<file path="config.mk">
export PLATFORM = sky130hd
export DESIGN_NAME = alu_result_fifo
export DESIGN_NICKNAME = d
export VERILOG_FILES = /design/src/rtl/alu_result_fifo.sv
export SDC_FILE = /design/constraint.sdc
export NUM_CORES = 1
export LEC_CHECK = 0
export BUFFER_PORTS_ARGS = -buffer_cell sky130_fd_sc_hd__clkbuf_2
export CAP_MARGIN = 10
export CORE_MARGIN = 3
export CORE_UTILIZATION = 63
export CTS_BUF_LIST = sky130_fd_sc_hd__clkbuf_4 sky130_fd_sc_hd__clkbuf_8
export DETAILED_ROUTE_END_ITERATION = 6
export MAX_ROUTING_LAYER = met4
export PLACE_DENSITY = 0.87
export SETUP_SLACK_MARGIN = 0.5
export SLEW_MARGIN = 20
export SYNTH_ARGS = -nofsm -noshare
export SYNTH_HDL_FRONTEND = slang
export SYNTH_SLANG_ARGS = --single-unit
export TNS_END_PERCENT = 50
</file>
<file path="constraint.sdc">
create_clock -name clk -period 5.1 [get_ports clk]
set_input_delay 1.53 -clock clk [delete_from_list [all_inputs] [get_ports clk]]
set_output_delay 1.53 -clock clk [all_outputs]
set_load 0.005 [all_outputs]
</file>
<file path="src/rtl/alu_result_fifo.sv">
// alu_result_fifo
// Capture stage behind the 16-bit ALU.
// Buffers result words and their flags in a small FIFO.
// Also keeps sticky carry/overflow flags and a saturating count of dropped pushes.
//
// Ports
//   clk, rst_n           clock, asynchronous active-low reset
//   in_valid/in_ready    producer handshake (in_ready = !full)
//   in_z, in_flags       result word and flags {S,ZR,CY,P,V}
//   out_valid/out_ready  consumer handshake (out_valid = !empty)
//   out_z, out_flags     head entry, forced to 0 while empty
//   count                occupancy 0..DEPTH
//   sticky_clr           synchronous clear of sticky_cy, sticky_v, drop_cnt
//   sticky_cy, sticky_v  set by any accepted entry with CY / V
//   drop_cnt             saturating count of cycles with in_valid & !in_ready
module alu_result_fifo #(
    parameter int WIDTH = 16,
    parameter int DEPTH = 4,
    parameter int CW    = 3
) (
    input  logic             clk,
    input  logic             rst_n,
    input  logic             in_valid,
    output logic             in_ready,
    input  logic [WIDTH-1:0] in_z,
    input  logic [4:0]       in_flags,
    output logic             out_valid,
    input  logic             out_ready,
    output logic [WIDTH-1:0] out_z,
    output logic [4:0]       out_flags,
    output logic [CW-1:0]    count,
    input  logic             sticky_clr,
    output logic             sticky_cy,
    output logic             sticky_v,
    output logic [7:0]       drop_cnt
);

    localparam int AW = $clog2(DEPTH);
    localparam logic [CW-1:0] FULL_CNT = CW'(DEPTH);

    logic [1:0]         r_rst_sync;
    logic               w_rst_n;
    logic [WIDTH+4:0]   r_mem [DEPTH];
    logic [AW-1:0]      r_wr_ptr;
    logic [AW-1:0]      r_rd_ptr;
    logic [CW-1:0]      r_count;
    logic               r_sticky_cy;
    logic               r_sticky_v;
    logic [7:0]         r_drop_cnt;
    logic               w_push;
    logic               w_pop;
    logic               w_drop;
    logic [WIDTH+4:0]   w_head;

    // Reset asserts immediately but releases on a clock edge, so the FIFO
    // state never leaves reset in the middle of a clock period.
    always_ff @(posedge clk or negedge rst_n) begin
        if (!rst_n) r_rst_sync <= 2'b00;
        else        r_rst_sync <= {r_rst_sync[0], 1'b1};
    end

    assign w_rst_n = r_rst_sync[1];

    assign in_ready  = (r_count != FULL_CNT);
    assign out_valid = (r_count != '0);
    assign w_push    = in_valid & in_ready;
    assign w_pop     = out_valid & out_ready;
    assign w_drop    = in_valid & ~in_ready;

    assign w_head    = r_mem[r_rd_ptr];
    assign out_z     = out_valid ? w_head[WIDTH+4:5] : '0;
    assign out_flags = out_valid ? w_head[4:0]       : '0;

    assign count     = r_count;
    assign sticky_cy = r_sticky_cy;
    assign sticky_v  = r_sticky_v;
    assign drop_cnt  = r_drop_cnt;

    // Storage holds no reset; stale words are hidden by count.
    always_ff @(posedge clk) begin
        if (w_push) r_mem[r_wr_ptr] <= {in_z, in_flags};
    end

    // DEPTH is a power of two, so natural pointer overflow is the modulo wrap.
    always_ff @(posedge clk or negedge w_rst_n) begin
        if (!w_rst_n) begin
            r_wr_ptr <= '0;
            r_rd_ptr <= '0;
            r_count  <= '0;
        end else begin
            if (w_push) r_wr_ptr <= r_wr_ptr + 1'b1;
            if (w_pop)  r_rd_ptr <= r_rd_ptr + 1'b1;
            case ({w_push, w_pop})
                2'b10:   r_count <= r_count + 1'b1;
                2'b01:   r_count <= r_count - 1'b1;
                default: r_count <= r_count;
            endcase
        end
    end

    // A setting push outranks a clear; a clear outranks a drop increment.
    always_ff @(posedge clk or negedge w_rst_n) begin
        if (!w_rst_n) begin
            r_sticky_cy <= 1'b0;
            r_sticky_v  <= 1'b0;
            r_drop_cnt  <= '0;
        end else begin
            r_sticky_cy <= (r_sticky_cy & ~sticky_clr) | (w_push & in_flags[2]);
            r_sticky_v  <= (r_sticky_v  & ~sticky_clr) | (w_push & in_flags[0]);
            if (sticky_clr)
                r_drop_cnt <= '0;
            else if (w_drop && r_drop_cnt != 8'hFF)
                r_drop_cnt <= r_drop_cnt + 1'b1;
        end
    end

endmodule

</file>
* Word-level counts from Yosys, hierarchy flattened
Memory sizes are Yosys's and may differ from the RTL's. Index checks and enable logic that the tools add are counted.
Storage, ports and cells: word-level logic and storage cells 39, bits in registers 19, memory bits (writable) 84, memories 1
Memories:
- r_mem | depth 4, width 21, rd ports 1, clocked after Yosys merged registers in 0, write ports 1, RTL line 43 | logic [WIDTH+4:0] r_mem [DEPTH];
Operators by class: reductions and logical operators 4, equal/unequal tests 4, bitwise operators 11, add/subtract/negate cells 5, muxes and demuxes 7
Operators with widths (number):
- 16-bit 2-to-1 mux | 1
- 8-bit 2-to-1 mux | 2
- 8-bit by 1-bit adder with 8-bit output (second input constant) | 1
- 8-bit inequality test (second input constant) | 1
- 1-bit bitwise AND | 7
- 3-bit case mux with 2 select lines | 1
- 5-bit 2-to-1 mux | 1
- 2-bit by 1-bit adder with 2-bit output (second input constant) | 2
- 2-bit nonzero test | 2
- 3-bit by 1-bit adder with 3-bit output (second input constant) | 1
- 3-bit inequality test (second input constant) | 1
- 3-bit nonzero test | 1
- 3-bit by 1-bit subtractor with 3-bit output (second input constant) | 1
- 2-bit by 1-bit == test with 1-bit output (second input constant) | 1
- 2-bit == test (second input constant) | 1
- 1-bit 2-to-1 mux | 2
- 1-bit inverter | 2
- 1-bit bitwise OR | 2
- 1-bit logical AND | 1

* Longest topological paths before layout
Gate-level depths: netlist of the first run.
depth in word-level cells 6, gate-level depth with buffers 11, mapped depth without buffers 10

* Worst setup path before layout of the first run
OpenSTA, ideal clock, no wires.
kind input -> register, from in in_valid, to reg r_count[2], in the netlist count[2], slack 2.218 ns, required time 5.021 ns, buffers on the path 1, stages 9, arrival 2.803 ns, path through and2_1 clkbuf_1 inv_1 ha_1 inv_1 fa_1 xor2_1 nor2_1 xor2_1
Between the ends: cells in the longest elaborated chain, start to end 3, elaborated cells on any way between the ends 5, those cells by class eq/ne (2); mux (1); bitwise (1); reduce/logical (1)
Ends and longest elaborated chain:
- start, declared | RTL line 23 | input logic in_valid,
- 1-bit bitwise AND (*) | RTL line 66 | assign w_push = in_valid & in_ready;
- 2-bit by 1-bit == test with 1-bit output / 2-bit == test (equally long branches) | RTL line 93 | case ({w_push, w_pop})
- 3-bit case mux with 2 select lines / 2-bit nonzero test (equally long branches)
- end signal, assigned | RTL line 94 | 2'b10: r_count <= r_count + 1'b1;
- end signal, assigned | RTL line 95 | 2'b01: r_count <= r_count - 1'b1;
- end signal, assigned | RTL line 96 | default: r_count <= r_count;
- end, declared | RTL line 46 | logic [CW-1:0] r_count;
Every way passes the cells marked *; elsewhere a longest branch is shown, timed or not. A chain may end at the register's enable or synchronous reset.

* Worst setup path in the final report of the first run
from reg r_rd_ptr[0], to out out_z[11]
Between the ends: cells in the longest elaborated chain, start to end 2
Ends and longest elaborated chain:
- start, declared | RTL line 45 | logic [AW-1:0] r_rd_ptr;
- start signal, assigned | RTL line 92 | if (w_pop) r_rd_ptr <= r_rd_ptr + 1'b1;
- memory read 4 x 21 bit
- 16-bit 2-to-1 mux | RTL line 71 | assign out_z = out_valid ? w_head[WIDTH+4:5] : '0;
- end, declared | RTL line 29 | output logic [WIDTH-1:0] out_z,
No other way between the ends.

==> results.sh, run 1 <==
export IMPL_drt_iter0_markers=131
export IMPL_critPathMaxFanout=12
export IMPL_clk_latency_ns=0.36
export IMPL_ys_warn_count=0
export IMPL_core_area_mm2=0.00617
export IMPL_drc=0
export IMPL_min_path_type="reg -> async"
export IMPL_ctsResizeCount=0
export IMPL_run_status="finished, final reports clean"
export IMPL_numPortBuffers=61
export IMPL_drt_first_pass_iters=4
export IMPL_grt_pass1_wl_um=10900
export IMPL_path_class="reg -> out"
export IMPL_cp_arrival_ns=2.33
export IMPL_wl_per_cell_um=18.6
export IMPL_cts_clk_slew_worst_paths_ns=0.09
export IMPL_p_int_w=0.00177
export IMPL_drt_total_wl_um=6800
export IMPL_reg2reg_depth=8
export IMPL_dp_cells=350
export IMPL_clkSinkCount=103
export IMPL_synth_nets=255
export IMPL_r2r_start="count[2]"
export IMPL_ys_ff_latch=103
export IMPL_synth_edf_count=84
export IMPL_design_area_mm2=0.00472
export IMPL_worstSetupStartpointType="flop"
export IMPL_vias_per_cell=5.85
export IMPL_worst_setup_path_end_kind="primary output"
export IMPL_cts_hold_buf=0
export IMPL_rsz0062_at_grt="no"
export IMPL_area_growth_pct=13.7
export IMPL_p_leak_nw=1.79
export IMPL_max_freq_mhz=259
export IMPL_synth_ff_type="edfxtp_1"
export IMPL_tightest_slew_ns=1.00
export IMPL_nNetsFinal=319
export IMPL_seq_area_frac_synth_pct=72.2
export IMPL_p_comb_share_pct=30.3
export IMPL_overflow=0
export IMPL_maxCapViolCount=0
export IMPL_startpoint="r_rd_ptr[0]"
export IMPL_finalCritPeriodShare_pct=75.8
export IMPL_fin_crit_ns=3.86
export IMPL_cts_root_buffer="clkbuf_8"
export IMPL_drtAntennaViolNets=0
export IMPL_switching_power_w=0.000719
export IMPL_grt_usage_pct=20.4
export IMPL_ir_drop_v=0.000313
export IMPL_io_pin_count=62
export IMPL_syn_inst=222
export IMPL_die_w_um=87.2
export IMPL_wl_met3_um=384
export IMPL_netlist_area_mm2=0.00415
export IMPL_slew_viol_final=0
export IMPL_start_util_pct=67.4
export IMPL_die_height_um=87.2
export IMPL_cts_tree="yes"
export IMPL_placed_area_mm2=0.00451
export IMPL_synth_cell_types=39
export IMPL_hold_viol_final=0
export IMPL_num_rows=28
export IMPL_timing_setup_tns_ns=0
export IMPL_power_density_mw_per_mm2=527
export IMPL_met1_length_um=2640
export IMPL_setup_viol=0
export IMPL_highest_layer="met4"
export IMPL_via_count=2141
export IMPL_cts_made_buffers=9
export IMPL_async_flop_share_pct=18.4
export IMPL_finalClockSkew_ns=0.00643
export IMPL_avgSynthCellArea_um2=18.7
export IMPL_htree_levels=3
export IMPL_p_clk_share_pct=20.7
export IMPL_seq_power_share_pct=48.9
export IMPL_clockBufferDepth=2
export IMPL_diodes=0
export IMPL_route_met2_wl_um=3670
export IMPL_grt_pass1_vias=2220
export IMPL_sw_frac_of_total_pct=28.9
export IMPL_worstPathRequired_ns=3.57
export IMPL_cts_setup_buffers=0
export IMPL_fin_cells=366
export IMPL_maxSlewHeadroom_pct=33.1
export IMPL_final_util_pct=76.6
export IMPL_grt_max_degree=24
export IMPL_die_area_mm2=0.00760
export IMPL_drive_gt1_share_pct=37.5
export IMPL_gp_routability_congestion=0.817
export IMPL_antenna_found_initial=0
export IMPL_hpwl_um=4470
critical path: stages, from the launching register on:
cell,delay (ns)
dfrtp_1,0.78
buf_4,0.38
mux4_2,0.54
and2_1,0.17
clkbuf_2,0.11
state kept, by name, indices dropped and copies added (netlist names):
| signal | cells |
|---|---|
| drop_cnt | 8 |
| sticky_cy | 1 |
| sticky_v | 1 |
| r_mem | 84 |
| r_rst_sync | 2 |
| r_rd_ptr | 2 |
| count | 3 |
| r_wr_ptr | 2 |
stage by stage:
stage          setup WS, ns  hold slack (ns)  power, W
2_1_floorplan          2.22            0.213   0.00173
3_3_place_gp           1.60            0.312   0.00198
3_5_place_dp           1.57            0.334   0.00201
4_1_cts                1.17            0.331   0.00252
5_1_grt                1.04            0.364   0.00263
6_report               1.24            0.312   0.00249
area by class of cell:
cell class	count	area [µm²]
tap	75	93.8
sequential	103	3000
multi-input combinational	103	1080
clock buffer	12	159
inverter	7	26.3
timing repair buffer	62	313
clock inverter	4	51.3
fill	363	1440
Yosys cell counts (all sizes together), types with 2 or more instances:
library cell  count  area, µm²
nand4             3       25.0
nor2              6       22.5
and2             23        144
and3              5       31.3
o21ai             2       10.0
dfrtp            19        475
nand2             4       15.0
ha                6       75.1
a22o              2       17.5
a21oi             3       15.0
o2111ai           2       17.5
nand3             2       15.0
buf               6       40.0
mux2i             2       20.0
xor2              6       52.6
clkbuf            3       11.3
edfxtp           84       2520
mux4             21        473
xnor2             3       26.3
inv               7       26.3
layer usage:
layer / up-vias / GRT usage, %
li1: 990 / -
met4: 0 / 8.79
met1: 1073 / 24.2
met3: 11 / 3.97
met5: - / -
met2: 67 / 34.3
power by group through the flow:
| stage | sequential (W) | clock (W) | combinational [W] |
|---|---|---|---|
| 2_1_floorplan | 0.00116 | 0 | 0.000568 |
| 3_5_place_dp | 0.00124 | 0 | 0.000769 |
| 5_1_grt | 0.00124 | 0.000554 | 0.000834 |
| 3_3_place_gp | 0.00123 | 0 | 0.000749 |
| 4_1_cts | 0.00122 | 0.000523 | 0.000772 |
| 6_report | 0.00122 | 0.000516 | 0.000755 |
placed cells by master, fill, tap and decap left out, drive strengths merged:
| cell type | netlist | routed |
|---|---|---|
| a21oi | 3 | 3 |
| a22o | 2 | 2 |
| and2 | 23 | 23 |
| and3 | 5 | 5 |
| and4 | 1 | 1 |
| and4bb | 1 | 1 |
| buf | 6 | 1 |
| bufinv | 0 | 1 |
| clkbuf | 3 | 73 |
| clkinv | 0 | 1 |
| clkinvlp | 0 | 1 |
| conb | 1 | 1 |
| dfrtp | 19 | 19 |
| edfxtp | 84 | 84 |
| fa | 1 | 1 |
| ha | 6 | 6 |
| inv | 7 | 8 |
| mux2 | 1 | 1 |
| mux2i | 2 | 2 |
| mux4 | 21 | 21 |
| nand2 | 4 | 4 |
| nand3 | 2 | 2 |
| nand4 | 3 | 3 |
| nor2 | 6 | 6 |
| nor3 | 1 | 1 |
| o2111a | 1 | 1 |
| o2111ai | 2 | 2 |
| o21ai | 2 | 2 |
| o21bai | 1 | 1 |
| o311a | 1 | 1 |
| o41ai | 1 | 1 |
| or2 | 1 | 1 |
| or3 | 1 | 1 |
| or4 | 1 | 1 |
| xnor2 | 3 | 3 |
| xor2 | 6 | 6 |
kinds of logic (layout without fill, tap and decap cells):
| kind of cell | count (synthesis) | count (layout) | share of synthesized area [%] |
|---|---|---|---|
| adder cells (fa/ha/maj) | 7 | 7 | 2.29 |
| multiplexers | 24 | 24 | 12.1 |
| XOR/XNOR | 9 | 9 | 1.90 |
| other | 1 | 1 | 0.0903 |
| AND/OR/NAND/NOR | 49 | 49 | 7.20 |
| AO/OA/AOI/OAI | 13 | 13 | 2.35 |
| buffers and inverters | 16 | 85 | 1.87 |
| flip-flops | 103 | 103 | 72.2 |
path summary, 6_finish.rpt:
path,to,slack (ns)
max in group asynchronous,r_rst_sync[1],4.07
min in group clk,r_rst_sync[1],0.36
worst max register to register,count[2],2.58
worst min-delay path,drop_cnt[1],0.31
worst max-delay path,out_z[11],1.24
worst min register to register,drop_cnt[1],0.31
Power figures use the tool's default switching activity.
==> run 2: changes to the inputs <==
--- a/config.mk
+++ b/config.mk
@@ -8,11 +8,11 @@
 export BUFFER_PORTS_ARGS = -buffer_cell sky130_fd_sc_hd__clkbuf_2
 export CAP_MARGIN = 10
 export CORE_MARGIN = 3
-export CORE_UTILIZATION = 63
+export CORE_UTILIZATION = 59
 export CTS_BUF_LIST = sky130_fd_sc_hd__clkbuf_4 sky130_fd_sc_hd__clkbuf_8
 export DETAILED_ROUTE_END_ITERATION = 6
 export MAX_ROUTING_LAYER = met4
-export PLACE_DENSITY = 0.87
+export PLACE_DENSITY = 0.82
 export SETUP_SLACK_MARGIN = 0.5
 export SLEW_MARGIN = 20
 export SYNTH_ARGS = -nofsm -noshare
==> constraint.sdc (replaced) <==
create_clock -name clk -period 3.6 [get_ports clk]
set_input_delay 1.08 -clock clk [delete_from_list [all_inputs] [get_ports clk]]
set_output_delay 1.08 -clock clk [all_outputs]
set_load 0.005 [all_outputs]
==> run 2 against run 1 <==
Effect of this change: critical path depth down 1; hold slack got worse by 0.020 ns; register-to-register slack lost 1.4 ns; sequential share of layout area down 0.36 points; utilization fell by 4.2 points; clock skew rose by 0.0021 ns; combinational power rose by 42%; clock power up 33%; final area rose by 0.69%; final cell count grew 6.0%; critical path type unchanged.
==> results.sh, run 2 (synthesis results as in run 1) <==
export IMPL_drt_iter0_markers=109
export IMPL_cts_setup_buffers=0
export IMPL_finalCritPeriodShare_pct=83.8
export IMPL_grt_max_degree=24
export IMPL_ir_drop_v=0.000414
export IMPL_wl_per_cell_um=17.5
export IMPL_layout_commonest_cell="edfxtp_1"
export IMPL_worst_setup_path_end_kind="primary output"
export IMPL_io_pin_count=62
export IMPL_fin_crit_ns=3.02
export IMPL_regMostFlops="r_mem"
export IMPL_die_w_um=89.9
export IMPL_worstSetupStartpointType="flop"
export IMPL_design_area_mm2=0.00476
export IMPL_clockBufferDepth=2
export IMPL_grt_usage_pct=19.1
export IMPL_drtAntennaViolNets=0
export IMPL_hpwl_um=4500
export IMPL_cts_clk_slew_worst_paths_ns=0.09
export IMPL_numPortBuffers=61
export IMPL_grt_pass1_wl_um=11300
export IMPL_area_growth_pct=14.5
export IMPL_die_height_um=89.9
export IMPL_cp_arrival_ns=1.94
export IMPL_htree_levels=3
export IMPL_maxSlewHeadroom_pct=53.1
export IMPL_placed_area_mm2=0.00456
export IMPL_cts_tree="yes"
export IMPL_min_path_type="reg -> async"
export IMPL_antenna_found_initial=0
export IMPL_max_freq_mhz=331
export IMPL_drc=0
export IMPL_critPathMaxFanout=23
export IMPL_core_area_mm2=0.00657
export IMPL_timing_setup_tns_ns=0
export IMPL_fillers=422
export IMPL_drt_first_pass_iters=4
export IMPL_slew_viol_final=0
export IMPL_cts_made_buffers=9
export IMPL_run_status="finished, final reports clean"
export IMPL_power_density_mw_per_mm2=732
export IMPL_die_area_mm2=0.00808
export IMPL_overflow=0
export IMPL_drt_total_wl_um=6780
export IMPL_start_util_pct=63.3
export IMPL_final_cell_mix="84 x edfxtp_1, 61 x clkbuf_2, 23 x and2_1"
export IMPL_hold_viol_final=0
export IMPL_clk_latency_ns=0.36
export IMPL_finalClockSkew_ns=0.00853
export IMPL_maxCapViolCount=0
export IMPL_grt_pass1_vias=2162
export IMPL_rsz0062_at_grt="yes"
export IMPL_cts_root_buffer="clkbuf_8"
export IMPL_tightest_slew_ns=0.704
export IMPL_num_rows=29
export IMPL_setup_viol=0
export IMPL_multi_input_area_mm2=0.00108
export IMPL_nNetsFinal=323
export IMPL_seq_area_mm2=0.00300
export IMPL_via_count=2135
export IMPL_vias_per_cell=5.50
export IMPL_path_class="reg -> out"
export IMPL_clkSinkCount=103
export IMPL_largest_reg_flops=84
export IMPL_drive_gt1_share_pct=36.6
export IMPL_p_leak_nw=1.80
export IMPL_worstPathRequired_ns=2.52
export IMPL_diodes=0
export IMPL_gp_routability_congestion=0.791
## run 2: changes by cell type in the layout (fill, tap and decap cells not counted), moves of 2 or more
cell / before / now
and3_2: 4 / 0
clkbuf_8: 11 / 9
and3_1: 1 / 5
buf_4: 1 / 5
clkinv_1: 0 / 2
## run 2: layout make-up
| cell class | count | area share [%] |
|---|---|---|
| Clock inverter | 6 | 1.26 |
| Sequential cell | 103 | 63.1 |
| Tap cell | 93 | 2.45 |
| Clock buffer | 10 | 2.76 |
| Inverter | 7 | 0.552 |
| Multi-Input combinational cell | 103 | 22.7 |
| Timing Repair Buffer | 66 | 7.21 |
## run 2: final timing paths
path                       slack [ns]            end          start  cells after the start
setup / recovery                 0.58       out_z[8]    r_rd_ptr[0]                      3
hold / removal                   0.29    drop_cnt[1]  r_rst_sync[1]                      0
setup reg to reg                 1.20       count[2]       count[2]                      8
hold reg to reg                  0.29    drop_cnt[1]  r_rst_sync[1]                      0
max in group asynchronous        2.79    r_rd_ptr[0]  r_rst_sync[1]                      0
min in group clk                 0.37  r_rst_sync[1]  r_rst_sync[0]                      0
## run 2: power by group
part / internal (W) / switching [W] / leakage, nW
clock: 0.000327 / 0.000360 / 0.0991
combinational: 0.000595 / 0.000473 / 0.696
sequential: 0.00155 / 0.000172 / 1.01
total: 0.00248 / 0.00101 / 1.80
## run 2: critical path: stages (launching register included)
cell      delay [ns]
dfrtp_4         0.73
mux4_2          0.57
and2_1          0.17
clkbuf_2        0.11
## run 2: per-layer routing
metal	up-vias	global-route usage (%)	wire length (µm)
met5	-	-	0
met4	0	9.18	144
met3	10	3.67	272
met2	45	29.5	3470
met1	1079	24.8	2880
li1	1001	-	-
## run 2: per-stage QoR
step	setup slack, ns	cells	hold WS [ns]	power, W	util (%)
global route	0.448	388	0.358	0.00370	72.4
floorplan	1.17	222	0.213	0.00245	-
global placement	0.764	372	0.318	0.00282	69.5
finish	0.582	388	0.292	0.00348	72.4
CTS	0.536	388	0.322	0.00353	72.4
detailed placement	0.753	372	0.329	0.00285	69.5
## run 2: repair_timing
item,CTS,global route
endpoints found under the setup margin,21,18
gates cloned,0,0
resized for setup,1,0
hold buffers,0,0
==> run 3: changes to the inputs <==
--- a/config.mk
+++ b/config.mk
@@ -8,11 +8,11 @@
 export BUFFER_PORTS_ARGS = -buffer_cell sky130_fd_sc_hd__clkbuf_2
 export CAP_MARGIN = 10
 export CORE_MARGIN = 3
-export CORE_UTILIZATION = 59
+export CORE_UTILIZATION = 53
 export CTS_BUF_LIST = sky130_fd_sc_hd__clkbuf_4 sky130_fd_sc_hd__clkbuf_8
 export DETAILED_ROUTE_END_ITERATION = 6
 export MAX_ROUTING_LAYER = met4
-export PLACE_DENSITY = 0.82
+export PLACE_DENSITY = 0.78
 export SETUP_SLACK_MARGIN = 0.5
 export SLEW_MARGIN = 20
 export SYNTH_ARGS = -nofsm -noshare
==> constraint.sdc (replaced) <==
create_clock -name clk -period 2.75 [get_ports clk]
set_input_delay 0.825 -clock clk [delete_from_list [all_inputs] [get_ports clk]]
set_output_delay 0.825 -clock clk [all_outputs]
set_load 0.005 [all_outputs]
==> run 3 against run 2 <==
Effect of this change: register-to-register slack worse by 0.58 ns; critical path depth up 2; final cell count up 3.6%; hold slack got worse by 0.056 ns; critical endpoint is now out_z[10]; highest routed layer unchanged; non-clock buffer count up 8; setup slack worse by 0.45 ns; largest power group unchanged; combinational power rose by 74%; utilization down 5.9 points; via count is 2.7% higher; final area is 3.6% higher; routed wire length increased by 9.8%.
==> results.sh, run 3 (synthesis results as in run 1) <==
export IMPL_run_status="finished, final reports clean"
export IMPL_tightest_slew_ns=0.723
export IMPL_cp_arrival_ns=1.79
export IMPL_diodes=0
export IMPL_clkSinkCount=103
export IMPL_overflow=0
export IMPL_grt_pass1_vias=2289
export IMPL_multi_input_area_mm2=0.00111
export IMPL_fillers=526
export IMPL_finalCritPeriodShare_pct=95.2
export IMPL_cts_hold_buf=0
export IMPL_via_count=2193
export IMPL_core_area_mm2=0.00741
export IMPL_ir_drop_v=0.000422
export IMPL_num_rows=31
export IMPL_drt_first_pass_iters=4
export IMPL_finalClockSkew_ns=0.00967
export IMPL_worst_setup_path_end_kind="primary output"
export IMPL_cts_clk_slew_worst_paths_ns=0.09
export IMPL_path_class="reg -> out"
export IMPL_wl_per_cell_um=18.5
export IMPL_hpwl_um=4700
export IMPL_drt_total_wl_um=7440
export IMPL_antenna_found_initial=0
export IMPL_max_freq_mhz=382
export IMPL_cts_tree="yes"
export IMPL_setup_viol=0
export IMPL_io_pin_count=62
export IMPL_htree_levels=3
export IMPL_p_leak_nw=1.90
export IMPL_drc=0
export IMPL_maxCapViolCount=0
export IMPL_min_path_type="in -> async"
export IMPL_path_cells="buf_6, clkbuf_16, mux4_2, and2_1, clkbuf_2"
export IMPL_clk_latency_ns=0.36
export IMPL_largest_reg_flops=84
export IMPL_slew_viol_final=0
export IMPL_drtAntennaViolNets=0
export IMPL_slowest_stage="mux4_2"
export IMPL_worstSetupStartpointType="flop"
export IMPL_cp_top_family="multiplexers"
export IMPL_maxSlewHeadroom_pct=51.8
export IMPL_rsz0062_at_grt="yes"
export IMPL_die_area_mm2=0.00894
export IMPL_worstPathRequired_ns=1.93
export IMPL_path_buf_inv=3
export IMPL_power_density_mw_per_mm2=998
export IMPL_clockBufferDepth=2
export IMPL_cts_root_buffer="clkbuf_8"
export IMPL_drive_gt1_share_pct=43.2
export IMPL_die_w_um=94.5
export IMPL_layout_commonest_cell="edfxtp_1"
export IMPL_grt_pass1_wl_um=11700
export IMPL_numPortBuffers=61
export IMPL_critPathMaxFanout=4
export IMPL_grt_usage_pct=18.6
export IMPL_seq_area_mm2=0.00300
export IMPL_finalPower_w=0.00492
export IMPL_final_util_pct=66.5
export IMPL_drt_iter0_markers=119
export IMPL_area_growth_pct=18.6
export IMPL_fin_crit_ns=2.62
export IMPL_grt_max_degree=24
export IMPL_die_height_um=94.5
export IMPL_hold_viol_final=0
export IMPL_slowest_delay_ns=0.50
export IMPL_final_cell_mix="84 x edfxtp_1, 61 x clkbuf_2, 21 x mux4_2"
export IMPL_regMostFlops="r_mem"
export IMPL_vias_per_cell=5.46
export IMPL_timing_setup_tns_ns=0
export IMPL_nNetsFinal=331
export IMPL_reg2reg_depth=10
export IMPL_gp_routability_congestion=0.748
export IMPL_start_util_pct=56.1
export IMPL_cp_depth=5
export IMPL_cts_made_buffers=9
-- run 3: path summary, 6_finish.rpt --
check	start	to	slack [ns]
worst max register to register	count[0]	count[2]	0.62
max in group asynchronous	r_rst_sync[1]	r_rd_ptr[0]	1.94
min in group clk	r_rst_sync[0]	r_rst_sync[1]	0.36
worst max-delay path	r_rd_ptr[0]	out_z[10]	0.13
worst min register to register	r_rst_sync[1]	r_rd_ptr[1]	0.30
worst min-delay path	rst_n	r_rst_sync[0]	0.24
-- run 3: area by class of cell --
cell class / count / share of cell area (%)
Clock buffer: 10 / 2.79
Clock inverter: 6 / 1.04
Tap cell: 99 / 2.51
Timing Repair Buffer: 74 / 9.67
Sequential cell: 103 / 60.9
Multi-Input combinational cell: 103 / 22.6
Inverter: 7 / 0.533
-- run 3: metal layers --
layer | wire (µm) | global-route usage [%]
met5 | 0 | -
met4 | 53 | 5.89
met3 | 366 | 3.43
met2 | 3950 | 31.8
met1 | 3070 | 22.6
-- run 3: where the power goes --
group | internal [W] | total, W | switching (W)
logic | 0.00107 | 0.00186 | 0.000793
clock network | 0.000367 | 0.000881 | 0.000514
registers | 0.00203 | 0.00218 | 0.000145
-- run 3: worst register-to-register path, delay by kind of cell (launching register included) --
| family | cells | cell delay [ns] |
|---|---|---|
| buffers and inverters | 3 | 0.27 |
| XOR/XNOR | 2 | 0.31 |
| flip-flops | 1 | 0.45 |
| adder cells (fa/ha/maj) | 2 | 0.56 |
| AND/OR/NAND/NOR | 3 | 0.49 |
-- run 3: stage by stage --
| stage | area [µm²] | hold WS (ns) | std cells | setup WS, ns |
|---|---|---|---|---|
| after detailed placement | 4610 | 0.325 | 380 | 0.306 |
| after floorplan | 4150 | 0.213 | 222 | 0.573 |
| final | 4930 | 0.236 | 402 | 0.132 |
| after global placement | 4610 | 0.323 | 380 | 0.360 |
| after global routing | 4930 | 0.217 | 402 | 0.0769 |
| after CTS | 4870 | 0.220 | 401 | 0.132 |
-- run 3: repair_timing --
action                                  CTS  global route
setup buffers                             4             0
endpoints found under the setup margin   24            23
gates cloned                              1             1
pin swaps                                 1             0
resized for setup                         5            13
